### src/rtl/hit_judge_pkg.sv
// Shared types and constants for the whack-a-mole hit arbiter.
package hit_judge_pkg;

    typedef enum logic [1:0] {IDLE, ARMED, HIT, DONE} state_t;

    localparam logic [3:0] KEY_NONE      = 4'hF;
    localparam logic [6:0] HIT_COUNT_MAX = 7'd99;

    function automatic logic [6:0] sat_inc(input logic [6:0] v);
        return (v >= HIT_COUNT_MAX) ? HIT_COUNT_MAX : v + 7'd1;
    endfunction

endpackage

### src/rtl/hit_judge_if.sv
// Keypad/mole inputs and score/VGA outputs of the hit arbiter.
interface hit_judge_if;

    logic       scan_clk;
    logic       inGame;
    logic       stop;
    logic [3:0] position;
    logic [3:0] keypadCol;
    logic [3:0] keypadBuf;
    logic       hit_pulse;
    logic       miss_pulse;
    logic       escape_pulse;
    logic       hit_level;
    logic [6:0] hit_count;

    modport slave (
        input  scan_clk, inGame, stop, position, keypadCol, keypadBuf,
        output hit_pulse, miss_pulse, escape_pulse, hit_level, hit_count
    );

    modport master (
        output scan_clk, inGame, stop, position, keypadCol, keypadBuf,
        input  hit_pulse, miss_pulse, escape_pulse, hit_level, hit_count
    );

endinterface

### src/rtl/key_debounce.sv
// Synchronizes scan tick and keypad columns, turns a held key into one press strobe.
module key_debounce
    import hit_judge_pkg::*;
#(
    parameter int unsigned DEBOUNCE_TICKS = 20
) (
    input  logic       clk,
    input  logic       rst,
    input  logic       i_scan_clk,
    input  logic [3:0] i_col,
    output logic       o_tick,
    output logic       o_press
);

    localparam int unsigned   CW       = $clog2(DEBOUNCE_TICKS + 1);
    localparam logic [CW-1:0] CNT_MAX  = CW'(DEBOUNCE_TICKS);
    localparam logic [CW-1:0] CNT_LAST = CW'(DEBOUNCE_TICKS - 1);
    localparam logic [CW-1:0] CNT_ONE  = CW'(1);

    logic          r_scan_s1, r_scan_s2, r_scan_d;
    logic [3:0]    r_col_s1, r_col_s2;
    logic [CW-1:0] r_cnt;
    logic          w_down;

    assign w_down  = (r_col_s2 != KEY_NONE);
    assign o_tick  = r_scan_s2 & ~r_scan_d;
    // Fires only on the step into saturation, so a held key never repeats.
    assign o_press = o_tick & w_down & (r_cnt == CNT_LAST);

    always_ff @(posedge clk or posedge rst) begin
        if (rst) begin
            r_scan_s1 <= 1'b0;
            r_scan_s2 <= 1'b0;
            r_scan_d  <= 1'b0;
            r_col_s1  <= KEY_NONE;
            r_col_s2  <= KEY_NONE;
            r_cnt     <= '0;
        end else begin
            r_scan_s1 <= i_scan_clk;
            r_scan_s2 <= r_scan_s1;
            r_scan_d  <= r_scan_s2;
            r_col_s1  <= i_col;
            r_col_s2  <= r_col_s1;
            if (o_tick) begin
                if (!w_down) begin
                    r_cnt <= '0;
                end else if (r_cnt != CNT_MAX) begin
                    r_cnt <= r_cnt + CNT_ONE;
                end
            end
        end
    end

endmodule

### src/rtl/hit_judge.sv
// Scores at most one hit per mole appearance and holds a hit flag for the VGA stage.
module hit_judge
    import hit_judge_pkg::*;
#(
    parameter int unsigned DEBOUNCE_TICKS = 20,
    parameter int unsigned HIT_HOLD_TICKS = 200
) (
    input logic        clk,
    input logic        rst,
    hit_judge_if.slave bus
);

    localparam int unsigned   HW        = $clog2(HIT_HOLD_TICKS + 1);
    localparam logic [HW-1:0] HOLD_LOAD = HW'(HIT_HOLD_TICKS);
    localparam logic [HW-1:0] HOLD_ONE  = HW'(1);

    state_t        r_state;
    logic [3:0]    r_pos;
    logic          r_hit_pulse, r_miss_pulse, r_escape_pulse, r_hit_level;
    logic [6:0]    r_hit_count;
    logic [HW-1:0] r_hold;
    logic          r_was_off;
    logic          w_tick, w_press, w_new_mole, w_idle;

    key_debounce #(
        .DEBOUNCE_TICKS(DEBOUNCE_TICKS)
    ) u_debounce (
        .clk       (clk),
        .rst       (rst),
        .i_scan_clk(bus.scan_clk),
        .i_col     (bus.keypadCol),
        .o_tick    (w_tick),
        .o_press   (w_press)
    );

    assign w_new_mole = (bus.position != r_pos);
    assign w_idle     = !bus.inGame || bus.stop;

    assign bus.hit_pulse    = r_hit_pulse;
    assign bus.miss_pulse   = r_miss_pulse;
    assign bus.escape_pulse = r_escape_pulse;
    assign bus.hit_level    = r_hit_level;
    assign bus.hit_count    = r_hit_count;

    always_ff @(posedge clk or posedge rst) begin
        if (rst) begin
            r_state        <= IDLE;
            r_pos          <= 4'd0;
            r_hit_pulse    <= 1'b0;
            r_miss_pulse   <= 1'b0;
            r_escape_pulse <= 1'b0;
            r_hit_level    <= 1'b0;
            r_hit_count    <= 7'd0;
            r_hold         <= '0;
            r_was_off      <= 1'b0;
        end else begin
            r_pos          <= bus.position;
            r_hit_pulse    <= 1'b0;
            r_miss_pulse   <= 1'b0;
            r_escape_pulse <= 1'b0;
            // Remembers that the game switch was off, so the score restarts on re-entry.
            if (!bus.inGame) r_was_off <= 1'b1;
            if (w_idle) begin
                r_state     <= IDLE;
                r_hit_level <= 1'b0;
                r_hold      <= '0;
            end else begin
                unique case (r_state)
                    IDLE: begin
                        r_state <= ARMED;
                        if (r_was_off) begin
                            r_hit_count <= 7'd0;
                            r_was_off   <= 1'b0;
                        end
                    end
                    ARMED: begin
                        if (w_new_mole) begin
                            r_escape_pulse <= 1'b1;
                        end else if (w_press) begin
                            if (bus.keypadBuf == bus.position) begin
                                r_hit_pulse <= 1'b1;
                                r_hit_count <= sat_inc(r_hit_count);
                                r_hold      <= HOLD_LOAD;
                                r_hit_level <= 1'b1;
                                r_state     <= HIT;
                            end else begin
                                r_miss_pulse <= 1'b1;
                            end
                        end
                    end
                    HIT: begin
                        if (w_new_mole) begin
                            r_hit_level <= 1'b0;
                            r_hold      <= '0;
                            r_state     <= ARMED;
                        end else if (w_tick) begin
                            if (r_hold <= HOLD_ONE) begin
                                r_hold      <= '0;
                                r_hit_level <= 1'b0;
                                r_state     <= DONE;
                            end else begin
                                r_hold <= r_hold - HOLD_ONE;
                            end
                        end
                    end
                    DONE: begin
                        if (w_new_mole) r_state <= ARMED;
                    end
                endcase
            end
        end
    end

endmodule

### src/flat_wrapper.sv
// flat-port wrapper written by rule: the top's interface ports become plain ports
module hit_judge_flat import hit_judge_pkg::*;
#(
    parameter int unsigned DEBOUNCE_TICKS = 20,
    parameter int unsigned HIT_HOLD_TICKS = 200
)
  (clk, rst, bus_scan_clk, bus_inGame, bus_stop, bus_position, bus_keypadCol, bus_keypadBuf, bus_hit_pulse, bus_miss_pulse, bus_escape_pulse, bus_hit_level, bus_hit_count);
  hit_judge_if bus_i ();
  input logic clk;
  input logic rst;
  input wire logic [$bits(bus_i.scan_clk)-1:0] bus_scan_clk;
  input wire logic [$bits(bus_i.inGame)-1:0] bus_inGame;
  input wire logic [$bits(bus_i.stop)-1:0] bus_stop;
  input wire logic [$bits(bus_i.position)-1:0] bus_position;
  input wire logic [$bits(bus_i.keypadCol)-1:0] bus_keypadCol;
  input wire logic [$bits(bus_i.keypadBuf)-1:0] bus_keypadBuf;
  output wire logic [$bits(bus_i.hit_pulse)-1:0] bus_hit_pulse;
  output wire logic [$bits(bus_i.miss_pulse)-1:0] bus_miss_pulse;
  output wire logic [$bits(bus_i.escape_pulse)-1:0] bus_escape_pulse;
  output wire logic [$bits(bus_i.hit_level)-1:0] bus_hit_level;
  output wire logic [$bits(bus_i.hit_count)-1:0] bus_hit_count;
  assign bus_i.scan_clk = bus_scan_clk;
  assign bus_i.inGame = bus_inGame;
  assign bus_i.stop = bus_stop;
  assign bus_i.position = bus_position;
  assign bus_i.keypadCol = bus_keypadCol;
  assign bus_i.keypadBuf = bus_keypadBuf;
  assign bus_hit_pulse = bus_i.hit_pulse;
  assign bus_miss_pulse = bus_i.miss_pulse;
  assign bus_escape_pulse = bus_i.escape_pulse;
  assign bus_hit_level = bus_i.hit_level;
  assign bus_hit_count = bus_i.hit_count;
  hit_judge #(.DEBOUNCE_TICKS(DEBOUNCE_TICKS), .HIT_HOLD_TICKS(HIT_HOLD_TICKS)) u_core (.clk(clk), .rst(rst), .bus(bus_i));
endmodule
### config.mk
export PLATFORM = sky130hd
export DESIGN_NAME = hit_judge_flat
export DESIGN_NICKNAME = d
export VERILOG_FILES = /design/src/rtl/hit_judge_pkg.sv /design/src/rtl/hit_judge_if.sv /design/src/rtl/key_debounce.sv /design/src/rtl/hit_judge.sv /design/src/flat_wrapper.sv
export SDC_FILE = /design/constraint.sdc
export NUM_CORES = 1
export LEC_CHECK = 0
export CAP_MARGIN = 20
export CORE_MARGIN = 2
export CORE_UTILIZATION = 62
export CTS_BUF_LIST = sky130_fd_sc_hd__clkbuf_4 sky130_fd_sc_hd__clkbuf_8
export DETAILED_ROUTE_END_ITERATION = 10
export HOLD_SLACK_MARGIN = 0.05
export PLACE_DENSITY = 0.88
export SLEW_MARGIN = 20
export SYNTH_ARGS = -nofsm -noshare
export SYNTH_HDL_FRONTEND = slang
export SYNTH_SLANG_ARGS = --single-unit
export TNS_END_PERCENT = 5
### constraint.sdc
create_clock -name clk -period 5.6 [get_ports clk]
set_clock_uncertainty 0.15 [all_clocks]
set_input_delay 0.84 -clock clk [delete_from_list [all_inputs] [get_ports clk]]
set_output_delay 0.84 -clock clk [all_outputs]
set_load 0.02 [all_outputs]
==> results of run 1 <==
-- per-stage QoR --
step,instance area (um2),worst slack (ns)
2_1_floorplan,2290,3.27
3_3_place_gp,2580,2.41
3_5_place_dp,2580,2.37
4_1_cts,2680,2.68
5_1_grt,2680,2.47
6_report,2680,2.63
-- worst max path at each step --
stage          slack (ns)            start  cells past startpoint                                  end
6_report             2.63       bus_inGame                      5  u_core.bus.hit_count[5]$_DFFE_PP0P_
5_1_grt              2.47  bus_position[1]                      6         u_core.r_hold[3]$_DFFE_PP0P_
4_1_cts              2.68       bus_inGame                      5  u_core.bus.hit_count[5]$_DFFE_PP0P_
3_5_place_dp         2.37       bus_inGame                      5  u_core.bus.hit_count[5]$_DFFE_PP0P_
3_3_place_gp         2.41       bus_inGame                      5  u_core.bus.hit_count[3]$_DFFE_PP0P_
2_1_floorplan        3.27  bus_position[3]                      5  u_core.bus.hit_count[3]$_DFFE_PP0P_
-- flip-flops by register name, summed over array words and instances, names as in the netlist, 2 cells and up --
| signal | count |
|---|---|
| u_core.u_debounce.r_cnt | 5 |
| u_core.r_hold | 8 |
| u_core.bus.hit_count | 7 |
| u_core.r_state | 2 |
| u_core.r_pos | 4 |
| u_core.u_debounce.r_col_s2 | 4 |
| u_core.u_debounce.r_col_s1 | 4 |
-- routing by layer --
| metal | GRT usage (%) | share of wire (%) |
|---|---|---|
| met2 | 37.5 | 46 |
| met5 | 0 | 0 |
| met4 | 9.04 | 1.4 |
| met1 | 33.4 | 48 |
| met3 | 5.38 | 4.1 |
-- area by class of cell --
type / count / share of cell area (%)
Multi-Input combinational cell: 163 / 42.5
Timing Repair Buffer: 28 / 10.4
Clock buffer: 5 / 2.57
Clock inverter: 3 / 0.982
Tap cell: 48 / 2.25
Sequential cell: 42 / 39.7
Inverter: 12 / 1.68
-- worst reg2reg max path: stages, from the launching register on --
cell	delay (ns)
dfrtp_1	0.42
inv_1	0.10
ha_1	0.36
inv_1	0.27
o21ai_0	0.23
nand2_1	0.22
nor4_1	0.38
a2bb2oi_1	0.20
-- synthesized netlist by cell type (3+ instances only) --
cell / number
nor3_1: 3
o32ai_1: 4
xnor2_1: 4
o211ai_1: 4
o22ai_1: 4
o31ai_1: 9
or3_1: 4
nand4_1: 8
ha_1: 9
clkbuf_1: 5
a21oi_1: 12
nand3_1: 10
dfrtp_1: 34
nor4_1: 6
nor2_1: 14
nand2_1: 18
o21ai_0: 9
xor2_1: 7
dfstp_2: 8
inv_1: 12
buf_2: 5
-- report_power, final --
part           leakage (nW)  internal (mW)  switching [mW]
Clock                0.0495         0.0925           0.116
Combinational         0.523         0.0529          0.0673
Sequential            0.530          0.330          0.0229
Total                  1.10          0.476           0.206
-- cells by family after synthesis --
logic type / Yosys count
xor gates and xnor gates: 11
AOI/OAI and AO/OA: 59
muxes: 2
and+or+nand+nor: 82
DFF: 42
buffers and inverters: 22
adders and majority gates: 9
==> results.py, run 1 <==
metrics = {
    "pwr": {
        "total_power_mw": 0.682,
        "leakage_nw": 1.10,
        "power_density_nw_per_um2": 255,
        "ir_drop_mv": 0.177,
    },
    "synth": {
        "avgSynthCellArea_um2": 10.1,
        "synth-xor-area-share_pct": 4.21,
        "syn_nets": 253,
        "synth_fa_ha_area_share_pct": 4.93,
        "ys_ff_latch": 42,
        "synth-simple-area-share_pct": 20.1,
        "netlist.area_leader.share_pct": 37.2,
        "synth_top_family_by_area": "simple AND/OR/NAND/NOR gates",
        "yosys-top-cells-area": "dfrtp_1 (37%), dfstp_2 (9.2%), ha_1 (4.9%), nand2_1 (3.0%), o31ai_1 (3.0%)",
        "ys_warn_count": 0,
        "yosysTopAreaCell": "dfrtp_1",
        "syn_inst": 227,
        "synth_ff_type": "dfrtp_1",
        "synth_compound_area_share_pct": 19.6,
        "async_reset_ff_share_pct": 100,
        "synthesis.area_um2": 2290,
        "synth-edff-count": 0,
        "muxShareOfSynthArea_pct": 0.876,
        "ys_seq_area_share_pct": 46.4,
        "synth_cell_types": 50,
    },
    "clocking": {
        "root_buffer": "clkbuf_8",
        "clk_pin_slew_ns": 0.09,
        "ctsHoldBuffers": 0,
        "numCtsBuffers": 5,
        "clock-sinks": 42,
        "post_cts_buffers": 0,
        "htreeDepth": 2,
        "worstSkewPairLatency_ns": 0.31,
        "cts_buffer_depth": 2,
        "cts_tree": "yes",
        "cts_resized": 0,
    },
    "sta": {
        "hold_viol_final": 0,
        "worst_pin_slew_ns": 0.904,
        "hold_ws_ns": 0.209,
        "setup_tns_ns": 0,
        "relSlewSlack_pct": 39.6,
        "maxSlewViolCount": 0,
        "fin_crit_ns": 2.97,
        "final-setup-viol-count": 0,
        "fmax_ghz": 0.336,
        "period_share_pct": 53.1,
        "rsz0062_at_grt": "no",
    },
    "placed_design": {
        "dp.cells": 293,
        "port_buffers": 27,
        "gp_congestion": 0.875,
        "hpwl_um": 3100,
    },
    "global_route": {
        "grt_max_degree": 43,
        "antenna_found_initial": 0,
        "grt_overflow_total": 0,
        "first_global_vias": 1735,
        "grt_use_total_pct": 24.2,
        "grt_pass1_wl_um": 7770,
    },
    "cells_and_area": {
        "fin_nets": 278,
        "syn_to_final_growth_pct": 17.0,
        "mostFrequentLayoutCells": "dfrtp_1 (34), clkdlybuf4s50_1 (27), nand2_1 (18)",
        "drive_gt1_share_pct": 10.7,
        "fillers": 248,
        "fin_cells": 301,
        "layout_commonest_cell": "dfrtp_1",
        "post-route-util_pct": 74.2,
        "multi_input_area_um2": 1140,
        "antenna_cells": 0,
        "regArea_um2": 1060,
    },
    "worst_setup_path": {
        "cp_slowest_stage_delay_ns": 0.73,
        "critPathMaxFanout": 12,
        "crit_arrival_ns": 3.05,
        "r2r_slack_ns": 3.19,
        "slowest_stage": "nor2b_1",
        "r2r-start": "u_core.r_state[1]$_DFFE_PP0P_",
        "worst_setup_path_start_kind": "primary input",
        "crit_family": "simple AND/OR/NAND/NOR gates",
        "crit_type": "primary input to flop",
        "cp.required_ns": 5.67,
        "crit_chain": "clkdlybuf4s50_1 -> nor2b_1 -> nand2_1 -> nor4_1 -> a2bb2oi_1",
        "reg2reg_to": "u_core.bus.hit_count[5]$_DFFE_PP0P_",
        "end_kind": "flop",
        "worst-path-buf-inv": 1,
        "r2r_cells": 7,
    },
    "routing": {
        "ant_nets": 0,
        "vias": 1825,
        "drt_wl_total_um": 4340,
        "drtIter0Drc": 232,
        "via_per_inst": 6.06,
        "drcViolationCount": 0,
        "dr.pass1.iters": 5,
        "post_drt_wl_per_cell_um": 14.4,
    },
    "floorplan": {
        "start_util_pct": 63.4,
        "die_w_um": 64.7,
        "die_y_um": 64.7,
        "core_um2": 3610,
        "ioPinCount": 28,
        "dieArea_um2": 4190,
        "rows": 22,
    },
    "min_path": {
        "min_path_type": "flop to flop",
        "min_to": "u_core.u_debounce.r_col_s2[1]$_DFF_PP1_",
        "min_path_cells": 0,
        "hold_start": "u_core.u_debounce.r_col_s1[1]$_DFF_PP1_",
    },
    "status": {
        "outcome": "finished, final reports clean",
    },
    "flow_run": {
        "drv_cap": 0,
    },
}
No activity file was read; power rests on OpenSTA's default activity.
==> inputs of run 2 (changes only) <==
CORE_UTILIZATION = 52   (was 62)
PLACE_DENSITY = 0.78   (was 0.88)
clock period = 2.4 ns   (was 5.6 ns; I/O delays follow)
==> results.py, run 2 (same netlist as run 1, synthesis figures left out) <==
metrics = {
    "status": {
        "outcome": "finished, final reports clean",
    },
    "sta": {
        "hold_viol_final": 0,
        "worst_pin_slew_ns": 0.544,
        "period_share_pct": 89.3,
        "relSlewSlack_pct": 63.7,
        "fin_crit_ns": 2.14,
        "final-setup-viol-count": 0,
        "maxSlewViolCount": 0,
        "fmax_ghz": 0.467,
        "layout_setup_ws_ns": 0.258,
        "rsz0062_at_grt": "no",
    },
    "floorplan": {
        "core_um2": 4290,
        "rows": 24,
        "die_y_um": 70.3,
        "start_util_pct": 53.2,
        "ioPinCount": 28,
        "die_w_um": 70.3,
        "dieArea_um2": 4940,
    },
    "worst_setup_path": {
        "cp.required_ns": 2.41,
        "crit_arrival_ns": 2.16,
        "end_kind": "flop",
        "critPathMaxFanout": 6,
        "worst_setup_path_start_kind": "flop",
        "cp_slowest_stage_delay_ns": 0.41,
        "r2r_cells": 6,
        "reg2reg_to": "u_core.r_hold[3]$_DFFE_PP0P_",
        "crit_start": "u_core.u_debounce.r_cnt[0]$_DFFE_PP0P_",
        "r2r_slack_ns": 0.26,
        "slowest_stage": "dfrtp_1",
        "crit_type": "flop to flop",
        "endpoint": "u_core.r_hold[3]$_DFFE_PP0P_",
        "r2r-start": "u_core.u_debounce.r_cnt[0]$_DFFE_PP0P_",
        "crit_chain": "ha_1 -> and4bb_1 -> and3_1 -> nand4_1 -> a22oi_1 -> o32ai_1",
    },
    "routing": {
        "post_drt_wl_per_cell_um": 14.7,
        "vias": 1821,
        "ant_nets": 0,
        "via_per_inst": 5.82,
        "dr.pass1.iters": 4,
        "drtIter0Drc": 140,
        "drt_wl_total_um": 4620,
        "drcViolationCount": 0,
    },
    "placed_design": {
        "pre_cts_slack_ns": -0.0340,
        "post_dp_cell_area_um2": 2660,
        "hpwl_um": 3310,
        "port_buffers": 27,
        "dp.cells": 305,
        "gp_congestion": 0.853,
    },
    "cells_and_area": {
        "drive_gt1_share_pct": 13.4,
        "fin_nets": 286,
        "largest_register_ffs": 8,
        "antenna_cells": 0,
        "design_area_um2": 2760,
        "fillers": 373,
        "multi_input_area_um2": 1140,
        "syn_to_final_growth_pct": 20.6,
        "fin_cells": 313,
        "regArea_um2": 1060,
        "layout_commonest_cell": "dfrtp_1",
        "largest-register": "u_core.r_hold",
        "mostFrequentLayoutCells": "dfrtp_1 (34), clkdlybuf4s50_1 (27), nand2_1 (18)",
    },
    "clocking": {
        "cts_tree": "yes",
        "clk_pin_slew_ns": 0.08,
        "htreeDepth": 2,
        "worstSkewPairLatency_ns": 0.30,
        "post_cts_buffers": 0,
        "cts_buffer_depth": 2,
        "clock-sinks": 42,
        "cts_resized": 0,
        "numCtsBuffers": 5,
        "root_buffer": "clkbuf_8",
        "ctsHoldBuffers": 0,
    },
    "pwr": {
        "power_density_nw_per_um2": 588,
        "leakage_nw": 1.15,
        "ir_drop_mv": 0.403,
    },
    "min_path": {
        "min_path_type": "flop to flop",
        "hold_start": "u_core.u_debounce.r_scan_s1$_DFF_PP0_",
    },
    "global_route": {
        "antenna_found_initial": 0,
        "grt_max_degree": 43,
        "first_global_vias": 1739,
        "grt_pass1_wl_um": 8050,
        "grt_use_total_pct": 20.3,
        "grt_overflow_total": 0,
    },
    "flow_run": {
        "drv_cap": 0,
    },
}
## run 2: changes by cell type in the layout (fill, tap and decap cells not counted)
cell / previous run / this run
buf_4: 1 / 8
inv_6: 3 / 1
buf_12: 0 / 1
clkbuf_4: 0 / 1
clkbuf_8: 5 / 6
## run 2: per-stage QoR
step	util, %	power [mW]	TNS, ns	hold WS, ns
floorplan	-	1.02	0	0.181
detailed placement	61.9	1.14	-0.0661	0.188
global placement	61.9	1.12	0	0.182
finish	64.2	1.62	0	0.203
global route	64.2	1.71	0	0.212
CTS	64.2	1.64	0	0.206
## run 2: worst min path at each step
stage	slack [ns]	depth (start not counted)	end
2_1_floorplan	0.18	0	u_core.u_debounce.r_scan_s2$_DFF_PP0_
3_3_place_gp	0.18	0	u_core.u_debounce.r_scan_s2$_DFF_PP0_
3_5_place_dp	0.19	0	u_core.u_debounce.r_scan_s2$_DFF_PP0_
4_1_cts	0.21	0	u_core.u_debounce.r_scan_s2$_DFF_PP0_
5_1_grt	0.21	0	u_core.u_debounce.r_col_s2[2]$_DFF_PP1_
6_report	0.20	0	u_core.u_debounce.r_scan_s2$_DFF_PP0_
## run 2: power by group
part | internal (mW) | total (mW) | switching [mW]
sequential | 0.771 | 0.825 | 0.0545
combinational | 0.135 | 0.297 | 0.162
clock | 0.249 | 0.499 | 0.250
total | 1.16 | 1.62 | 0.466
## run 2: final cells by class
type / count / area share, %
multi-input cells: 163 / 41.2
flip-flops and latches: 42 / 38.5
repair buffers: 36 / 12.7
clock buffers: 7 / 3.27
well taps: 52 / 2.36
inverters: 12 / 1.63
clock inverters: 1 / 0.318
## run 2: critical path, delay by kind of cell, from the launching register on
kind | cells | cell delay, ns
AOI/OAI and AO/OA | 2 | 0.38
DFF | 1 | 0.41
and+or+nand+nor | 3 | 0.85
adders and majority gates | 1 | 0.21
## run 2: routing by layer
layer / vias to the layer above / part of all wire (%) / GRT usage [%]
met5: - / 0 / 0
met3: 6 / 4.8 / 4.76
li1: 901 / - / -
met2: 54 / 47 / 31.9
met1: 860 / 47 / 27.6
met4: 0 / 1.5 / 7.05
==> inputs of run 3 (changes only) <==
ABC_CLOCK_PERIOD_IN_PS = 2300   (was unset)
CORE_UTILIZATION = 57   (was 52)
PLACE_DENSITY = 0.81   (was 0.78)
clock period = 2.3 ns   (was 2.4 ns; I/O delays follow)
==> results.py, run 3 (same netlist as run 1, synthesis figures left out) <==
metrics = {
    "status": {
        "outcome": "finished, final reports clean",
    },
    "routing": {
        "drcViolationCount": 0,
        "vias": 1885,
        "post_drt_wl_per_cell_um": 14.5,
        "dr.pass1.iters": 4,
        "drt_wl_total_um": 4540,
        "ant_nets": 0,
        "drtIter0Drc": 125,
        "via_per_inst": 6.00,
    },
    "placed_design": {
        "hpwl_um": 3290,
        "gp_congestion": 0.852,
        "post_dp_cell_area_um2": 2670,
        "port_buffers": 27,
    },
    "pwr": {
        "leakage_nw": 1.15,
        "ir_drop_mv": 0.554,
        "power_density_nw_per_um2": 605,
    },
    "worst_setup_path": {
        "crit_chain": "ha_1 -> and4bb_1 -> and3_1 -> and3_2 -> o211ai_1 -> o22ai_1",
        "cp.required_ns": 2.32,
        "cp_slowest_stage_delay_ns": 0.41,
        "r2r_cells": 6,
        "worst_setup_path_start_kind": "flop",
        "r2r_slack_ns": 0.22,
        "crit_type": "flop to flop",
        "reg2reg_to": "u_core.r_hold[5]$_DFFE_PP0P_",
        "r2r-start": "u_core.u_debounce.r_cnt[0]$_DFFE_PP0P_",
        "crit_arrival_ns": 2.10,
        "critPathMaxFanout": 6,
        "end_kind": "flop",
        "slowest_stage": "dfrtp_1",
    },
    "clocking": {
        "post_cts_buffers": 0,
        "ctsHoldBuffers": 0,
        "worstSkewPairLatency_ns": 0.29,
        "cts_resized": 0,
        "cts_tree": "yes",
        "numCtsBuffers": 5,
        "clk_pin_slew_ns": 0.09,
        "root_buffer": "clkbuf_8",
        "clock-sinks": 42,
        "cts_buffer_depth": 2,
        "htreeDepth": 2,
    },
    "global_route": {
        "grt_overflow_total": 0,
        "grt_use_total_pct": 22.2,
        "grt_max_degree": 43,
        "first_global_vias": 1701,
        "grt_pass1_wl_um": 7600,
        "antenna_found_initial": 0,
    },
    "sta": {
        "rsz0062_at_grt": "no",
        "fmax_ghz": 0.482,
        "relSlewSlack_pct": 63.1,
        "worst_pin_slew_ns": 0.553,
        "hold_viol_final": 0,
        "fin_crit_ns": 2.08,
        "maxSlewViolCount": 0,
        "final-setup-viol-count": 0,
        "period_share_pct": 90.3,
    },
    "cells_and_area": {
        "post-route-util_pct": 70.0,
        "mostFrequentLayoutCells": "dfrtp_1 (34), clkdlybuf4s50_1 (27), nand2_1 (18)",
        "syn_to_final_growth_pct": 20.7,
        "largest_register_ffs": 8,
        "drive_gt1_share_pct": 14.4,
        "fin_nets": 289,
        "antenna_cells": 0,
        "layout_commonest_cell": "dfrtp_1",
        "design_area_um2": 2760,
        "largest-register": "u_core.r_hold",
    },
    "floorplan": {
        "core_um2": 3940,
        "rows": 23,
        "ioPinCount": 28,
        "die_w_um": 67.3,
        "die_y_um": 67.3,
        "start_util_pct": 58.0,
        "dieArea_um2": 4530,
    },
    "flow_run": {
        "drv_cap": 0,
    },
    "min_path": {
        "hold_start": "u_core.u_debounce.r_scan_s1$_DFF_PP0_",
        "min_path_cells": 0,
        "min_path_type": "flop to flop",
        "min_to": "u_core.u_debounce.r_scan_s2$_DFF_PP0_",
    },
}
==> run 3: cell types whose count changed in the layout (fill, tap and decap cells not counted) <==
cell	before	now
buf_4	8	12
buf_12	1	0
clkbuf_4	1	0
clkbuf_8	6	5
clkinv_4	0	1
clkinvlp_4	0	1
==> run 3: stage by stage <==
stage	setup slack [ns]	power, mW	setup TNS (ns)	cells	hold slack [ns]
6_report	0.224	1.67	0	314	0.207
5_1_grt	0.0786	1.76	0	314	0.213
4_1_cts	0.206	1.68	0	314	0.206
3_5_place_dp	-0.107	1.19	-0.807	306	0.186
3_3_place_gp	-0.0373	1.17	-0.117	306	0.182
2_1_floorplan	0.371	1.06	0	227	0.181
==> run 3: final cells by class <==
class | instances | area (um2)
fill | 299 | 1180
multi-input combinational | 163 | 1140
sequential | 42 | 1060
timing repair buffer | 39 | 360
clock buffer | 5 | 68.8
tap | 50 | 62.6
inverter | 12 | 45.0
clock inverter | 3 | 25.0
==> run 3: how the worst max path moves through the flow <==
| stage | startpoint | to | slack [ns] | cells after the start |
|---|---|---|---|---|
| 6_report | u_core.u_debounce.r_cnt[0]$_DFFE_PP0P_ | u_core.r_hold[5]$_DFFE_PP0P_ | 0.22 | 6 |
| 5_1_grt | u_core.bus.hit_count[0]$_DFFE_PP0P_ | u_core.bus.hit_count[2]$_DFFE_PP0P_ | 0.08 | 5 |
| 4_1_cts | bus_position[3] | u_core.bus.hit_count[3]$_DFFE_PP0P_ | 0.21 | 7 |
| 3_5_place_dp | bus_position[3] | u_core.bus.hit_count[3]$_DFFE_PP0P_ | -0.11 | 7 |
| 3_3_place_gp | bus_position[3] | u_core.bus.hit_count[3]$_DFFE_PP0P_ | -0.04 | 7 |
| 2_1_floorplan | u_core.r_state[1]$_DFFE_PP0P_ | u_core.r_hold[3]$_DFFE_PP0P_ | 0.37 | 8 |
==> run 3: power by group <==
part           total, mW  internal [mW]  leakage, nW  switching (mW)
logic              0.318          0.146        0.577           0.172
registers          0.862          0.804        0.530          0.0582
clock network      0.490          0.219       0.0447           0.271
==> run 3: critical path: cells and delay by family (launching register included) <==
| family | cells | cell delay, ns |
|---|---|---|
| AOI/OAI and AO/OA | 2 | 0.42 |
| adders and majority gates | 1 | 0.23 |
| and+or+nand+nor | 3 | 0.74 |
| DFF | 1 | 0.41 |
==> run 3: metal layers <==
metal,GRT usage (%),share of wire (%),routed length (um)
met2,35.1,47,2140
met5,0,0,0
met1,30.7,45,2030
met4,6.63,1.1,51
met3,4.83,7.1,323
